--- config.mk ---
export PLATFORM = sky130hd
export DESIGN_NAME = nibble_packer
export DESIGN_NICKNAME = d
export VERILOG_FILES = /design/src/rtl/nibble_packer.sv
export SDC_FILE = /design/constraint.sdc
export NUM_CORES = 1
export LEC_CHECK = 0
export ABC_AREA = 1
export CAP_MARGIN = 25
export CORE_ASPECT_RATIO = 0.7
export CORE_MARGIN = 3
export CORE_UTILIZATION = 45
export DETAILED_ROUTE_END_ITERATION = 8
export HOLD_SLACK_MARGIN = 0.1
export PLACE_DENSITY = 0.7
export REMOVE_ABC_BUFFERS = 1
export SYNTH_ARGS = -nofsm -noshare
export SYNTH_HDL_FRONTEND = slang
export SYNTH_SLANG_ARGS = --single-unit
export TNS_END_PERCENT = 1
--- constraint.sdc ---
create_clock -name clk -period 3.2 [get_ports clk]
set_input_delay 0.48 -clock clk [delete_from_list [all_inputs] [get_ports clk]]
set_output_delay 0.48 -clock clk [all_outputs]
set_load 0.1 [all_outputs]
--- src/rtl/nibble_packer.sv ---
// Packs a DATA_W-bit valid/ready beat stream into LANES-wide words with keep/last marking.
// Optional parity output when NIBBLE_PACKER_PARITY_EN is defined.
module nibble_packer #(
  parameter int unsigned DATA_W = 4,
  parameter int unsigned LANES  = 4
) (
  input  logic                      clk,
  input  logic                      rst,
  input  logic                      valid_i,
  output logic                      ready_o,
  input  logic [DATA_W-1:0]         data_i,
  input  logic                      last_i,
  output logic                      valid_o,
  input  logic                      ready_i,
  output logic [DATA_W*LANES-1:0]   data_o,
  output logic [LANES-1:0]          keep_o,
  output logic                      last_o
`ifdef NIBBLE_PACKER_PARITY_EN
  ,
  output logic                      parity_o
`endif
);

  localparam int unsigned CntW  = (LANES > 1) ? $clog2(LANES) : 1;
  localparam int unsigned AccW  = DATA_W * (LANES - 1);
  localparam int unsigned WordW = DATA_W * LANES;
  localparam logic [CntW-1:0] LastLane = CntW'(LANES - 1);

  logic [CntW-1:0]  cnt_q, cnt_d;
  logic [AccW-1:0]  acc_q, acc_d;
  logic             out_full_q, out_full_d;
  logic [WordW-1:0] data_q, data_d;
  logic [LANES-1:0] keep_q, keep_d;
  logic             last_q, last_d;

  logic             accept;
  logic             closing;
  logic [WordW-1:0] acc_ext;
  logic [WordW-1:0] word;
  logic [LANES-1:0] word_keep;

  assign ready_o = ~rst & (~out_full_q | ready_i);
  assign accept  = valid_i & ready_o;
  assign closing = accept & ((cnt_q == LastLane) | last_i);

  // Top lane padded with zeros so every lane index is in range of the accumulator.
  assign acc_ext = {{DATA_W{1'b0}}, acc_q};

  always_comb begin
    word      = '0;
    word_keep = '0;
    for (int k = 0; k < LANES; k++) begin
      if (CntW'(k) < cnt_q) begin
        word[k*DATA_W +: DATA_W] = acc_ext[k*DATA_W +: DATA_W];
      end else if (CntW'(k) == cnt_q) begin
        word[k*DATA_W +: DATA_W] = data_i;
      end
      word_keep[k] = (CntW'(k) <= cnt_q);
    end
  end

  always_comb begin
    acc_d = acc_q;
    cnt_d = cnt_q;
    if (accept) begin
      if (closing) begin
        acc_d = '0;
        cnt_d = '0;
      end else begin
        for (int k = 0; k < LANES - 1; k++) begin
          if (CntW'(k) == cnt_q) begin
            acc_d[k*DATA_W +: DATA_W] = data_i;
          end
        end
        cnt_d = cnt_q + CntW'(1);
      end
    end
  end

  // A closing beat reloads the output register even while the old word drains.
  always_comb begin
    out_full_d = out_full_q;
    data_d     = data_q;
    keep_d     = keep_q;
    last_d     = last_q;
    if (closing) begin
      out_full_d = 1'b1;
      data_d     = word;
      keep_d     = word_keep;
      last_d     = last_i;
    end else if (out_full_q && ready_i) begin
      out_full_d = 1'b0;
    end
  end

  always_ff @(posedge clk or posedge rst) begin
    if (rst) begin
      cnt_q      <= '0;
      acc_q      <= '0;
      out_full_q <= 1'b0;
      data_q     <= '0;
      keep_q     <= '0;
      last_q     <= 1'b0;
    end else begin
      cnt_q      <= cnt_d;
      acc_q      <= acc_d;
      out_full_q <= out_full_d;
      data_q     <= data_d;
      keep_q     <= keep_d;
      last_q     <= last_d;
    end
  end

  assign valid_o = out_full_q;
  assign data_o  = data_q;
  assign keep_o  = keep_q;
  assign last_o  = last_q;

`ifdef NIBBLE_PACKER_PARITY_EN
  logic parity_q, parity_d;

  // Lanes above the closing lane are already zero in word, so they add nothing.
  always_comb begin
    parity_d = parity_q;
    if (closing) begin
      parity_d = ^word;
    end
  end

  always_ff @(posedge clk or posedge rst) begin
    if (rst) begin
      parity_q <= 1'b0;
    end else begin
      parity_q <= parity_d;
    end
  end

  assign parity_o = parity_q;
`endif

endmodule

==> flow_summary.json, run 1 <==
{
  "p_clk_frac": 0.199,
  "first_pass_iters": 5,
  "drive_above_1_share": 0.147,
  "portBuffers": 31,
  "cts-root-buf": "clkbuf_8",
  "wirelength_um": 3690,
  "grt_max_degree": 37,
  "finalNetCount": 252,
  "hold_path_depth": 2,
  "reg2reg_depth": 6,
  "placed_area_um2": 1970,
  "dp_cells": 277,
  "vias": 1412,
  "yosysSeqAreaShare": 0.533,
  "cts_made_buffers": 5,
  "cts_hold_buffers": 0,
  "post-place-ws_ns": 0.629,
  "grt_pass1_vias": 1309,
  "insertion_delay_ns": 0.29,
  "critPathTopFamily": "buffers and inverters",
  "gr-usage-all-layers": 0.185,
  "path_cells": "clkdlybuf4s50_1",
  "coreArea_um2": 3360,
  "crit_cells": 1,
  "wire_per_inst_um": 12.9,
  "htree_levels": 2,
  "yosysTopAreaCell": "dfrtp_1",
  "die_area_um2": 4540,
  "fin_crit_sh": 0.705,
  "crit_path_end_kind": "primary output",
  "antenna_found_initial": 0,
  "die_w_um": 79.2,
  "drc": 0,
  "p_sw_frac": 0.487,
  "p_leak_nw": 1.13,
  "setup_slack_ns": 0.943,
  "std_cell_rows": 17,
  "worst-path-buf-inv": 1,
  "cts.clk_slew.worst_paths_ns": 0.07,
  "worstMarginPinSlew_ns": 0.968,
  "synth_warnings": 0,
  "p_switching_uw": 823,
  "final_max_slew_viol_count": 0,
  "overflow": 0,
  "cts_buffer_depth": 2,
  "hpwl_um": 2570,
  "viasPerCell": 4.95,
  "netlist_top_cells_area": "dfrtp_1, nand2_1, ha_1, nand4_1, o21ai_0",
  "cp.arrival_ns": 1.78,
  "period_needed_ns": 2.26,
  "netlist_area_um2": 1690,
  "netlist_instances": 204,
  "dieHeight_um": 57.3,
  "netlist.area_leader.share": 0.533,
  "synth-seq-cells": 36,
  "finalSetupViolCount": 0,
  "cp_slowest_cell": "clkdlybuf4s50_1",
  "cts-resized-gates": 0,
  "initial_core_util": 0.503,
  "fin_util": 0.615,
  "power_density_nw_per_um2": 817,
  "cts_tree": "built",
  "grtUsageMet3": 0.0505,
  "global_route.peak_usage_layer": "met1",
  "p_seq_frac": 0.355,
  "postLayoutCellArea_um2": 2070,
  "grtUsageMet1": 0.288,
  "crit_fanout": 2,
  "synthToLayoutAreaGrowth_pct": 22.4,
  "peakVddDrop_mv": 0.470,
  "ios": 32,
  "hold_viol": 0,
  "critical_path_required_ns": 2.72,
  "rsz0062_at_grt": "no",
  "n_antenna_cell": 0,
  "hold_class": "reg2reg",
  "ant_nets": 0,
  "fmax_mhz": 443,
  "criticalPathCategory": "reg2out",
  "hold_slack_ns": 0.475,
  "relSlewSlack": 0.353,
  "drt-initial-drc-count": 137,
  "maxCapViolCount": 0,
  "power.total_mw": 1.69,
  "instances_no_fill": 285,
  "cts_setup_buffers": 0,
  "cp_slowest_stage_delay_ns": 1.13,
  "finClkSkew_ns": 0.00565,
  "internal-power_uw": 866,
  "syn_avg_cell_area_um2": 8.28,
  "gp_congestion": 0.881,
  "p_comb_frac": 0.446,
  "grt_pass1_wl_um": 6440,
  "start_kind": "flip-flop",
  "status": "finished clean",
  "synthDistinctLibCells": 14,
  "tns_ns": 0,
  "met2_usage": 0.239,
  "clkSinkCount": 36
}
[synthesized netlist by cell type]
library cell	number
nand2_1	104
dfrtp_1	36
inv_1	14
o21ai_0	14
nand4_1	12
ha_1	6
nand3_1	6
buf_2	4
nor2_4	2
or2_2	2
a21oi_1	1
buf_4	1
buf_6	1
nor3_4	1
[layout make-up]
class / count / area (um^2)
clock buffers: 6 / 82.6
clock inverters: 2 / 10.0
fillers: 329 / 1290
inverters: 14 / 52.6
multi-input cells: 148 / 697
flip-flops and latches: 36 / 901
well taps: 47 / 58.8
repair buffers: 32 / 265
[final timing paths]
check | to | slack, ns | start
worst max-delay path | data_o[15] | 0.94 | data_o[15]$_DFFE_PP0P_
worst min-delay path | data_o[13]$_DFFE_PP0P_ | 0.48 | data_o[13]$_DFFE_PP0P_
worst max register to register | data_o[4]$_DFFE_PP0P_ | 1.16 | cnt_q[1]$_DFFE_PP0P_
worst min register to register | data_o[13]$_DFFE_PP0P_ | 0.48 | data_o[13]$_DFFE_PP0P_
max in group asynchronous | acc_q[3]$_DFFE_PP0P_ | 2.23 | rst
min in group asynchronous | data_o[15]$_DFFE_PP0P_ | 0.65 | rst
[layout by cell type, fill, tap and decap left out]
| master | synthesis | final |
|---|---|---|
| inv_1 | 14 | 14 |
| ha_1 | 6 | 6 |
| a21oi_1 | 1 | 1 |
| nor3_4 | 1 | 1 |
| or2_2 | 2 | 2 |
| clkbuf_8 | 0 | 6 |
| buf_4 | 1 | 22 |
| o21ai_0 | 14 | 14 |
| nand3_1 | 6 | 6 |
| clkdlybuf4s50_1 | 0 | 10 |
| nand4_1 | 12 | 12 |
| nand2_1 | 104 | 104 |
| nor2_4 | 2 | 2 |
| dfrtp_1 | 36 | 36 |
| clkinv_2 | 0 | 2 |
[metal layers]
| layer | wire [um] | share of wire |
|---|---|---|
| met4 | 40 | 0.011 |
| met3 | 266 | 0.072 |
| met5 | 0 | 0 |
| met2 | 1520 | 0.41 |
| met1 | 1860 | 0.50 |
[state kept, by name, summed over array words and instances (netlist names)]
signal	flops
data_o	16
acc_q	12
keep_o	4
cnt_q	2
last_o	1
valid_o	1
[worst register-to-register path, delay by kind of cell, from the launching register on]
kind	cells	cell delay, ns
DFF	1	0.47
adders and majority gates	1	0.33
and+or+nand+nor	4	1.10
buffers and inverters	1	0.08
[logic make-up (layout without fill, tap and decap cells)]
| group | count (synthesis) | in the layout | synth area share |
|---|---|---|---|
| flops | 36 | 36 | 0.533 |
| buf+inv | 20 | 54 | 0.0541 |
| simple gates | 127 | 127 | 0.324 |
| fa+ha+maj | 6 | 6 | 0.0444 |
| compound gates | 15 | 15 | 0.0444 |
[power groups by stage]
stage               sequential (mW)  combinational, mW  clock, mW
CTS                           0.599              0.757      0.342
global placement              0.603              0.749          0
finish                        0.599              0.753      0.337
floorplan                      1.01              0.177          0
detailed placement            0.606              0.756          0
global route                  0.611              0.798      0.370
Power figures use the tool's default switching activity.
==> run 2, diff against run 1 <==
Clock period 3.2 ns to 2.33 ns, I/O delays scaled along.
==> run 2 against run 1 <==
Die area is the same. Setup slack lost 0.29 ns. Critical path type is now reg2reg. Non-clock buffer count grew 3. Wire length grew 2.1%. Clock skew shrank 0.00082 ns. Clock power grew 35%. Worst hold slack lost 0.0038 ns. Count of clock-buffer cells in the layout is the same. Design area grew 2.1%. Sequential share of layout area shrank 0.88 points. Power grew 38%. Global-route usage shrank 0.44 points.
==> flow_summary.json, run 2 (synthesis gave the netlist of run 1 again) <==
{
  "cts_buffer_depth": 2,
  "cp_slowest_stage_delay_ns": 0.47,
  "power.total_mw": 2.33,
  "critical_path_required_ns": 2.55,
  "grt_pass1_wl_um": 6380,
  "grt_max_degree": 37,
  "initial_core_util": 0.503,
  "cp_common_cell": "nand2_1",
  "wirelength_um": 3770,
  "portBuffers": 31,
  "mostFrequentLayoutCells": "nand2_1, dfrtp_1, buf_4, inv_1, o21ai_0",
  "criticalPathCategory": "reg2reg",
  "cts-resized-gates": 0,
  "final_common_cell": "nand2_1",
  "finalSetupViolCount": 0,
  "drc": 0,
  "cp_slowest_cell": "dfrtp_1",
  "finClkSkew_ns": 0.00483,
  "largest_reg_flops": 16,
  "crit_fanout": 15,
  "power_density_nw_per_um2": 1100,
  "ios": 32,
  "tns_ns": 0,
  "clkSinkCount": 36,
  "final_max_slew_viol_count": 0,
  "first_pass_iters": 4,
  "cts.clk_slew.worst_paths_ns": 0.07,
  "hpwl_um": 2740,
  "viasPerCell": 4.92,
  "synthToLayoutAreaGrowth_pct": 24.9,
  "ant_nets": 0,
  "cts_hold_buffers": 0,
  "period_needed_ns": 1.68,
  "crit_path_end_kind": "flip-flop",
  "die_area_um2": 4540,
  "peakVddDrop_mv": 0.689,
  "cp.arrival_ns": 1.90,
  "rsz0062_at_grt": "no",
  "maxCapViolCount": 0,
  "status": "finished clean",
  "finalNetCount": 255,
  "hold_viol": 0,
  "grt_pass1_vias": 1343,
  "dieHeight_um": 57.3,
  "drive_above_1_share": 0.166,
  "gr-usage-all-layers": 0.181,
  "hold_slack_ns": 0.472,
  "coreArea_um2": 3360,
  "antenna_found_initial": 0,
  "cts_setup_buffers": 0,
  "die_w_um": 79.2,
  "insertion_delay_ns": 0.29,
  "cts-root-buf": "clkbuf_8",
  "worstMarginPinSlew_ns": 0.535,
  "overflow": 0,
  "path_cells": "ha_1 -> nor2_4 -> nor3_4 -> nand2_1 -> nand2_1",
  "std_cell_rows": 17,
  "relSlewSlack": 0.642,
  "wire_per_inst_um": 13.1,
  "start_kind": "flip-flop",
  "htree_levels": 2,
  "drt-initial-drc-count": 110,
  "vias": 1418,
  "p_leak_nw": 1.16,
  "gp_congestion": 0.871,
  "fin_crit_sh": 0.720,
  "hold_class": "reg2reg",
  "cts_made_buffers": 5,
  "cts_tree": "built",
  "fmax_mhz": 596,
  "n_antenna_cell": 0
}
[run 2: cell count changes in the layout (fill, tap and decap cells not counted)]
cell             change
buf_12               +2
buf_4                +3
clkdlybuf4s50_1      -2
[run 2: per-layer routing]
layer / up-vias / share of wire / global-route usage
met1: 661 / 0.49 / 0.261
li1: 713 / - / -
met2: 40 / 0.44 / 0.271
met3: 4 / 0.058 / 0.0442
met5: - / 0 / 0
met4: 0 / 0.0077 / 0.0539
[run 2: area by class of cell]
class | instances | area, um^2
clock buffers | 6 | 82.6
clock inverters | 2 | 10.0
fillers | 314 | 1250
inverters | 14 | 52.6
multi-input cells | 148 | 697
flip-flops and latches | 36 | 901
well taps | 47 | 58.8
repair buffers | 35 | 308
[run 2: worst paths after layout]
check / startpoint / end / slack, ns / cells after the start
setup / recovery: cnt_q[1]$_DFFE_PP0P_ / data_o[2]$_DFFE_PP0P_ / 0.65 / 5
hold / removal: data_o[13]$_DFFE_PP0P_ / data_o[13]$_DFFE_PP0P_ / 0.47 / 2
setup reg to reg: cnt_q[1]$_DFFE_PP0P_ / data_o[2]$_DFFE_PP0P_ / 0.65 / 5
hold reg to reg: data_o[13]$_DFFE_PP0P_ / data_o[13]$_DFFE_PP0P_ / 0.47 / 2
max in group asynchronous: rst / acc_q[5]$_DFFE_PP0P_ / 1.48 / 3
min in group asynchronous: rst / valid_o$_DFFE_PP0P_ / 0.53 / 3
[run 2: worst max-delay path: cells and delay by family (launching register included)]
kind	cells	cell delay, ns
adders and majority gates	1	0.38
and+or+nand+nor	4	0.76
DFF	1	0.47
[run 2: power by group]
group / total (mW) / switching [mW] / internal [mW]
clock: 0.454 / 0.218 / 0.236
sequential: 0.825 / 0.0811 / 0.744
combinational: 1.05 / 0.828 / 0.219
total: 2.33 / 1.13 / 1.20
[run 2: through the flow]
stage | utilization | cell area (um^2) | setup WS, ns | instances
after global routing | 0.628 | 2110 | 0.514 | 288
final | 0.628 | 2110 | 0.652 | 288
after detailed placement | 0.600 | 2020 | 0.500 | 280
after CTS | 0.628 | 2110 | 0.651 | 288
after floorplan | - | 1650 | -0.398 | 198
after global placement | 0.600 | 2020 | 0.540 | 280
